$ cat src/rtl/hazard_pkg.sv
// Shared definitions for the hazard control unit: forward-select encodings,
// mul/div tracker state type and the forward-priority helper.
package hazard_pkg;

   // Operand source selects for the execute-stage ALU muxes.
   localparam logic [1:0] FWD_RF = 2'b00;
   localparam logic [1:0] FWD_W  = 2'b01;
   localparam logic [1:0] FWD_M  = 2'b10;

   typedef enum logic {
      StIdle,
      StBusy
   } mdState_t;

   // M-stage result is younger than W-stage, so it wins when both match.
   function automatic logic [1:0] fwdSelect(input logic mHit, input logic wHit);
      if (mHit) begin
         return FWD_M;
      end else if (wHit) begin
         return FWD_W;
      end
      return FWD_RF;
   endfunction

endpackage

$ cat src/rtl/muldiv_tracker.sv
// Tracks an in-flight multiply/divide. busy is high for MULDIV_LATENCY-1
// cycles after the start cycle; a start while busy restarts the count.
// MULDIV_LATENCY is legal in 2..15 (4-bit down-counter).
module muldiv_tracker
   import hazard_pkg::*;
#(
   parameter int unsigned MULDIV_LATENCY = 4
) (
   input  logic clock,
   input  logic reset_n,
   input  logic start,
   output logic busy
);

   localparam logic [3:0] Reload = 4'(MULDIV_LATENCY - 1);

   mdState_t   stateQ;
   logic [3:0] countQ;

   // Single-block FSM with registered busy flag and synchronous reset.
   always_ff @(posedge clock) begin
      if (!reset_n) begin
         stateQ <= StIdle;
         countQ <= 4'd0;
         busy   <= 1'b0;
      end else begin
         unique case (stateQ)
            StIdle: begin
               if (start) begin
                  stateQ <= StBusy;
                  countQ <= Reload;
                  busy   <= 1'b1;
               end
            end
            StBusy: begin
               if (start) begin
                  // New op supersedes the one in flight.
                  countQ <= Reload;
               end else if (countQ == 4'd1) begin
                  stateQ <= StIdle;
                  countQ <= 4'd0;
                  busy   <= 1'b0;
               end else begin
                  countQ <= countQ - 4'd1;
               end
            end
            default: begin
               stateQ <= StIdle;
               countQ <= 4'd0;
               busy   <= 1'b0;
            end
         endcase
      end
   end

endmodule

$ cat src/rtl/hazard_control_unit.sv
// Pipeline hazard unit: operand forwarding, load-use / branch / mul-div
// stalls and a saturating stall-cycle counter.
// Optional mul/div interlock enabled by defining HAZARD_MULDIV_EN.
module hazard_control_unit
   import hazard_pkg::*;
#(
   parameter int unsigned REG_ID_W       = 5,
   parameter int unsigned MULDIV_LATENCY = 4,
   parameter int unsigned STALL_CNT_W    = 16
) (
   input  logic                   clock,
   input  logic                   reset_n,
   input  logic [REG_ID_W-1:0]    RsD,
   input  logic [REG_ID_W-1:0]    RtD,
   input  logic [REG_ID_W-1:0]    RsE,
   input  logic [REG_ID_W-1:0]    RtE,
   input  logic [REG_ID_W-1:0]    WriteRegE,
   input  logic [REG_ID_W-1:0]    WriteRegM,
   input  logic [REG_ID_W-1:0]    WriteRegW,
   input  logic                   BranchD,
   input  logic                   RegWriteE,
   input  logic                   MemtoRegE,
   input  logic                   RegWriteM,
   input  logic                   MemtoRegM,
   input  logic                   RegWriteW,
   input  logic                   MulDivStartE,
   input  logic                   MulDivUseD,
   output logic                   StallF,
   output logic                   StallD,
   output logic                   FlushE,
   output logic                   ForwardAD,
   output logic                   ForwardBD,
   output logic [1:0]             ForwardAE,
   output logic [1:0]             ForwardBE,
   output logic                   MulDivBusy,
   output logic [STALL_CNT_W-1:0] StallCount
);

   logic mValid, wValid, eValid;
   logic lwStall, brStall, mdStall, anyStall;

`ifdef HAZARD_MULDIV_EN
   muldiv_tracker #(
      .MULDIV_LATENCY(MULDIV_LATENCY)
   ) uMulDivTracker (
      .clock  (clock),
      .reset_n(reset_n),
      .start  (MulDivStartE),
      .busy   (MulDivBusy)
   );
   assign mdStall = MulDivUseD & MulDivBusy;
`else
   logic unusedMulDiv;
   assign unusedMulDiv = MulDivStartE ^ MulDivUseD;
   assign MulDivBusy   = 1'b0;
   assign mdStall      = 1'b0;
`endif

   // Forwarding selects and stall conditions; register 0 never matches.
   always_comb begin
      mValid = RegWriteM && (WriteRegM != '0);
      wValid = RegWriteW && (WriteRegW != '0);
      eValid = RegWriteE && (WriteRegE != '0);

      ForwardAE = fwdSelect(mValid && (WriteRegM == RsE), wValid && (WriteRegW == RsE));
      ForwardBE = fwdSelect(mValid && (WriteRegM == RtE), wValid && (WriteRegW == RtE));
      ForwardAD = mValid && (WriteRegM == RsD);
      ForwardBD = mValid && (WriteRegM == RtD);

      lwStall = MemtoRegE && (RtE != '0) && ((RtE == RsD) || (RtE == RtD));
      brStall = BranchD &&
                ((eValid && ((WriteRegE == RsD) || (WriteRegE == RtD))) ||
                 (MemtoRegM && (WriteRegM != '0) && ((WriteRegM == RsD) || (WriteRegM == RtD))));

      anyStall = lwStall | brStall | mdStall;
      StallF   = anyStall;
      StallD   = anyStall;
      FlushE   = anyStall;
   end

   // Saturating count of decode-stall cycles.
   always_ff @(posedge clock) begin
      if (!reset_n) begin
         StallCount <= '0;
      end else if (StallD && (StallCount != '1)) begin
         StallCount <= StallCount + 1'b1;
      end
   end

endmodule
$ cat config.mk
export PLATFORM = sky130hd
export DESIGN_NAME = hazard_control_unit
export DESIGN_NICKNAME = d
export VERILOG_FILES = /design/src/rtl/hazard_pkg.sv /design/src/rtl/muldiv_tracker.sv /design/src/rtl/hazard_control_unit.sv
export SDC_FILE = /design/constraint.sdc
export NUM_CORES = 1
export LEC_CHECK = 0
export ABC_AREA = 1
export BUFFER_PORTS_ARGS = -buffer_cell sky130_fd_sc_hd__buf_2
export CORE_MARGIN = 2
export CORE_UTILIZATION = 49
export DETAILED_ROUTE_END_ITERATION = 6
export GPL_TIMING_DRIVEN = 0
export HOLD_SLACK_MARGIN = 0.02
export PLACE_DENSITY = 0.81
export SYNTH_ARGS = -nofsm -noshare
export SYNTH_HDL_FRONTEND = slang
export SYNTH_SLANG_ARGS = --single-unit
$ cat constraint.sdc
create_clock -name clock -period 2.15 [get_ports clock]
set_input_delay 0.1075 -clock clock [delete_from_list [all_inputs] [get_ports clock]]
set_output_delay 0.1075 -clock clock [all_outputs]
set_load 0.05 [all_outputs]
Word-level counts from Yosys, hierarchy flattened
Cells that the tools add are included.
{"block": "word_totals", "regBits": 16, "out_inout_bits": 26, "elab_cells": 48}
{"block": "classes", "n_addsub": 1, "eq_ne": 11, "mux": 10, "bitwise_logic": 1, "reduce_logical": 24}
{"operator": "$eq A5 B5 Y1", "count": 10}
{"operator": "$reduce_bool A5 Y1", "count": 4}
{"operator": "$add A16 B1 Y16 const B", "count": 1}
{"operator": "$logic_and A1 B1 Y1", "count": 16}
{"operator": "$ne A16 B16 Y1 const B", "count": 1}
{"operator": "$mux W2", "count": 6}
{"operator": "$logic_or A1 B1 Y1", "count": 4}
{"operator": "$mux W1", "count": 4}
{"operator": "$or A1 B1 Y1", "count": 1}

Logic depth before layout (Yosys ltp)
{"block": "logic_depth", "depth_word": 7, "ltp_mapped": 16}

Worst setup path before layout
No wires, ideal clock.
{"block": "synth_path", "path_type": "input to output", "startpoint": "in RtE[4]", "endpoint": "out ForwardBE[0]", "arrival_ps": 2797, "required_ps": 2043, "slack_ps": -755, "cell_stages": 5, "path_cell_list": "clkbuf_1 -> xnor2_1 -> nand3_1 -> nor4_1 -> nor2_1"}
{"block": "synth_between", "elab_chain_cells": 5, "word_cells_on_any_way": 8, "classes_between": "2 x eq/ne; 4 x mux; 2 x reduce/logical"}
{"item": "start, declared", "line": "hazard_control_unit.sv:16", "rtl": "input logic [REG_ID_W-1:0] RtE,"}
{"item": "$eq A5 B5 Y1", "line": "hazard_control_unit.sv:66", "rtl": "ForwardBE = fwdSelect(mValid && (WriteRegM == RtE), wValid && (WriteRegW == RtE));"}
{"item": "$logic_and A1 B1 Y1", "line": "hazard_control_unit.sv:66"}
{"item": "$mux W1", "line": "hazard_pkg.sv:19", "rtl": "end else if (wHit) begin"}
{"item": "$mux W1", "line": "hazard_pkg.sv:17", "rtl": "if (mHit) begin"}
{"item": "$mux W2 *", "line": "hazard_pkg.sv:22", "rtl": "return FWD_RF;"}
{"item": "end, declared", "line": "hazard_control_unit.sv:34", "rtl": "output logic [1:0] ForwardBE,"}
Every way passes the cells marked *; elsewhere a longest branch is shown, timed or not.

Worst setup path in the final report
{"block": "layout_path", "startpoint": "reg StallCount[0]", "endpoint": "reg StallCount[15]"}
{"block": "layout_between", "elab_chain_cells": 2, "word_cells_on_any_way": 3, "classes_between": "1 x add/sub; 1 x eq/ne; 1 x reduce/logical"}
{"item": "start, declared", "line": "hazard_control_unit.sv:36", "rtl": "output logic [STALL_CNT_W-1:0] StallCount"}
{"item": "start signal, assigned", "line": "hazard_control_unit.sv:86", "rtl": "StallCount <= StallCount + 1'b1;"}
{"item": "parallel branches: the longest is 2 deep, another holds $add A16 B1 Y16"}
Several ways; the timed one is not identified.
A chain may end at the register's enable or synchronous reset.

==> impl_results.md <==
* CP cell instances: ha_1 -> nand3_1 -> nor2_1 -> nand2_1 -> inv_1 -> nand3_2 -> nand2_1 -> nor2_1 -> nand2_1 -> nor2_1 -> nand3_1 -> nand2_1 -> nor2_1
* Full die area at 4063 µm²
* First-pass GRT wire length at 7141 µm
* R2r worst-path depth at 13
* Wire length per cell at 10.06 µm
* CTS Sinks at 16
* Met1 Use GR at 25.19%
* Layout Nets at 420
* Post-DRT Antenna Nets at 0
* Layout Cells excl Fill at 418
* CP max stage delay at 0.35 ns
* Largest net degree at the start of global routing at 13
* Yosys warns at 0
* Syn Std Cell Area at 1749 µm²
* Htree depth at 1
* Avg Cell Area, Syn at 5.624 µm²
* Crit path required time at 2.35 ns
* Max VDD drop at 142.8 µV
* Final setup margin at 0.2373 ns
* CTS Buf Count at 3
* Antenna cells at 0
* Netlist cell types at 25
* Yosys top cell by area: dfxtp_1
* Max reg flops at 16
* CP Max Fanout at 8
* Total GRT Usage at 21.35%
* Global-route met2 utilization at 39.34%
* Vert. Die Dim at 63.75 µm
* CTS clk-pin slew, worst paths at 0.09 ns
* Worst slack, placed at 0.2405 ns
* Die width at 63.75 µm
* Total wire length at 4207 µm
* FMAX at 522.8 MHz
* Detail Placement HPWL at 3489 µm
* Fin crit share at 88.96%
* Hold WS at 0.1285 ns
* Largest cells by area after synthesis: dfxtp_1, nand2_1, nor2_1
* Setup CP Type: reg2reg
* Max_cap viols at 0
* Clock latency on the worst-skew pair at 0.30 ns
* Share of the yosys chip area belonging to registers at 18.31%
* Crit end category: register
* Final Skew at 0.001767 ns
* Initial antenna violation count at 0
* IO buf count at 58
* Lkg Pwr at 1.228 nW
* Final slew viol count at 0
* Cell row count at 21
* Yosys reg bits at 16
* Hold Violations, Final at 0
* Placed cells at 415
* Critical Path AT at 2.11 ns
* Final setup vio count at 0
* Biggest regs: StallCount x16
* # IOs at 71
* Layout area overhead at 21.96%
* Final Instance Area at 2133 µm²
* Max stage delay cell, worst path: dfxtp_2
* Root Driver: clkbuf_4
* Routability Congestion at 0.8479
* Core area at 3390 µm²
* Initial Util at 51.61%
* Unrepaired setup endpoints after global routing: false
* Post-Syn Nets at 357
* First-pass iteration count of the detailed router at 4
* Hold Buf Count CTS at 0
* DRC Markers at 0
* Hold WC Path Type: in2reg
* Top cell type's share of synthesized area at 18.31%
* Worst hold stages at 3
* CP Launch Type: register
* CTS max path bufs at 2
* Final worst path period need at 1.913 ns
* Reg with most FFs: StallCount
* PD cells at 351.1 nW/µm²
* Vias at 2018
* CTS tree: built
* Synthesized instance count at 311
* Status: completed
* Grt ovf at 0
* 1st-iter DRT viols at 105
* Placed inst area at 2110 µm²
* CTS resizes at 0
* Layout cells sized above 1 at 22.85%
* Postcts setup bufs at 0
* Busiest grt layer: met2
* Vias in the first global route at 1761
* Drt via density at 4.828
* M3 GR Usage at 1.056%
## worst max-delay path: cells and delay by family (launching register included)
family | cells | cell delay, ns
buffers and inverters | 1 | 0.07
adder cells (fa/ha/maj) | 1 | 0.23
AND/OR/NAND/NOR | 11 | 1.17
flip-flops | 1 | 0.35
## per-layer routing
metal	wire [µm]	up-vias
met4	80	0
met3	252	7
met2	2052	73
met5	0	-
li1	-	1076
met1	1820	862
## where the power goes
part / switching, mW / leakage [nW] / internal [mW]
sequential: 0.00318 / 0.129 / 0.299
clock: 0.0997 / 0.0138 / 0.0655
combinational: 0.171 / 1.09 / 0.111
## worst paths after layout
path | startpoint | endpoint | slack, ns
hold reg to reg | StallCount[14] | StallCount[14] | 0.54
setup / recovery | StallCount[0] | StallCount[15] | 0.24
hold / removal | reset_n | StallCount[0] | 0.13
setup reg to reg | StallCount[0] | StallCount[15] | 0.24
## per-stage QoR
step | TNS (ns) | utilization (%) | power (mW)
after global routing | 0 | 62.94 | 0.7903
after global placement | 0 | 62.24 | 0.5861
final | 0 | 62.94 | 0.7489
after floorplan | -0.002294 | - | 0.5031
after CTS | 0 | 62.90 | 0.7511
after detailed placement | 0 | 62.24 | 0.5897
## cells in the final DEF (no fill, tap or decap), types with 2 or more instances in the layout
cell	n
clkbuf_4	3
nor4_2	2
dfxtp_1	15
nand2_2	4
o21ai_0	2
buf_4	8
inv_2	2
a21oi_1	15
xor2_1	16
xnor2_1	15
buf_2	61
nor2_1	51
nor4_1	2
nand4_1	4
nand2_1	84
nand3_1	30
inv_1	39
clkbuf_1	3
nor3_1	7
## synthesized netlist by cell type
library cell / instances
xor2_1: 16
ha_1: 1
or2_2: 1
inv_1: 39
nand3_2: 1
o41ai_1: 1
conb_1: 1
xnor2_1: 15
nand3_1: 30
nand3b_1: 1
clkbuf_1: 3
inv_2: 2
nand4_1: 4
nand2_2: 4
clkbuf_2: 1
buf_6: 1
o21ai_0: 2
nor2_1: 51
dfxtp_1: 16
buf_2: 3
nor4_1: 4
nand2_1: 84
buf_4: 8
a21oi_1: 15
nor3_1: 7
## area by class of cell
type	count	area (µm²)
clock buffers	3	22.52
flip-flops and latches	16	321.6
repair buffers	58	290.3
multi-input cells	238	1185
inverters	41	153.9
plain buffers	16	102.6
fillers	339	1256
well taps	46	57.56
## kinds of logic after synthesis
logic type	share of synthesized area, %
xor gates and xnor gates	15.52
AOI/OAI and AO/OA	5.365
DFF	18.31
adders and majority gates	0.7152
other	0.2144
buffers and inverters	14.66
and+or+nand+nor	45.21
No activity file was read; power rests on OpenSTA's default activity.
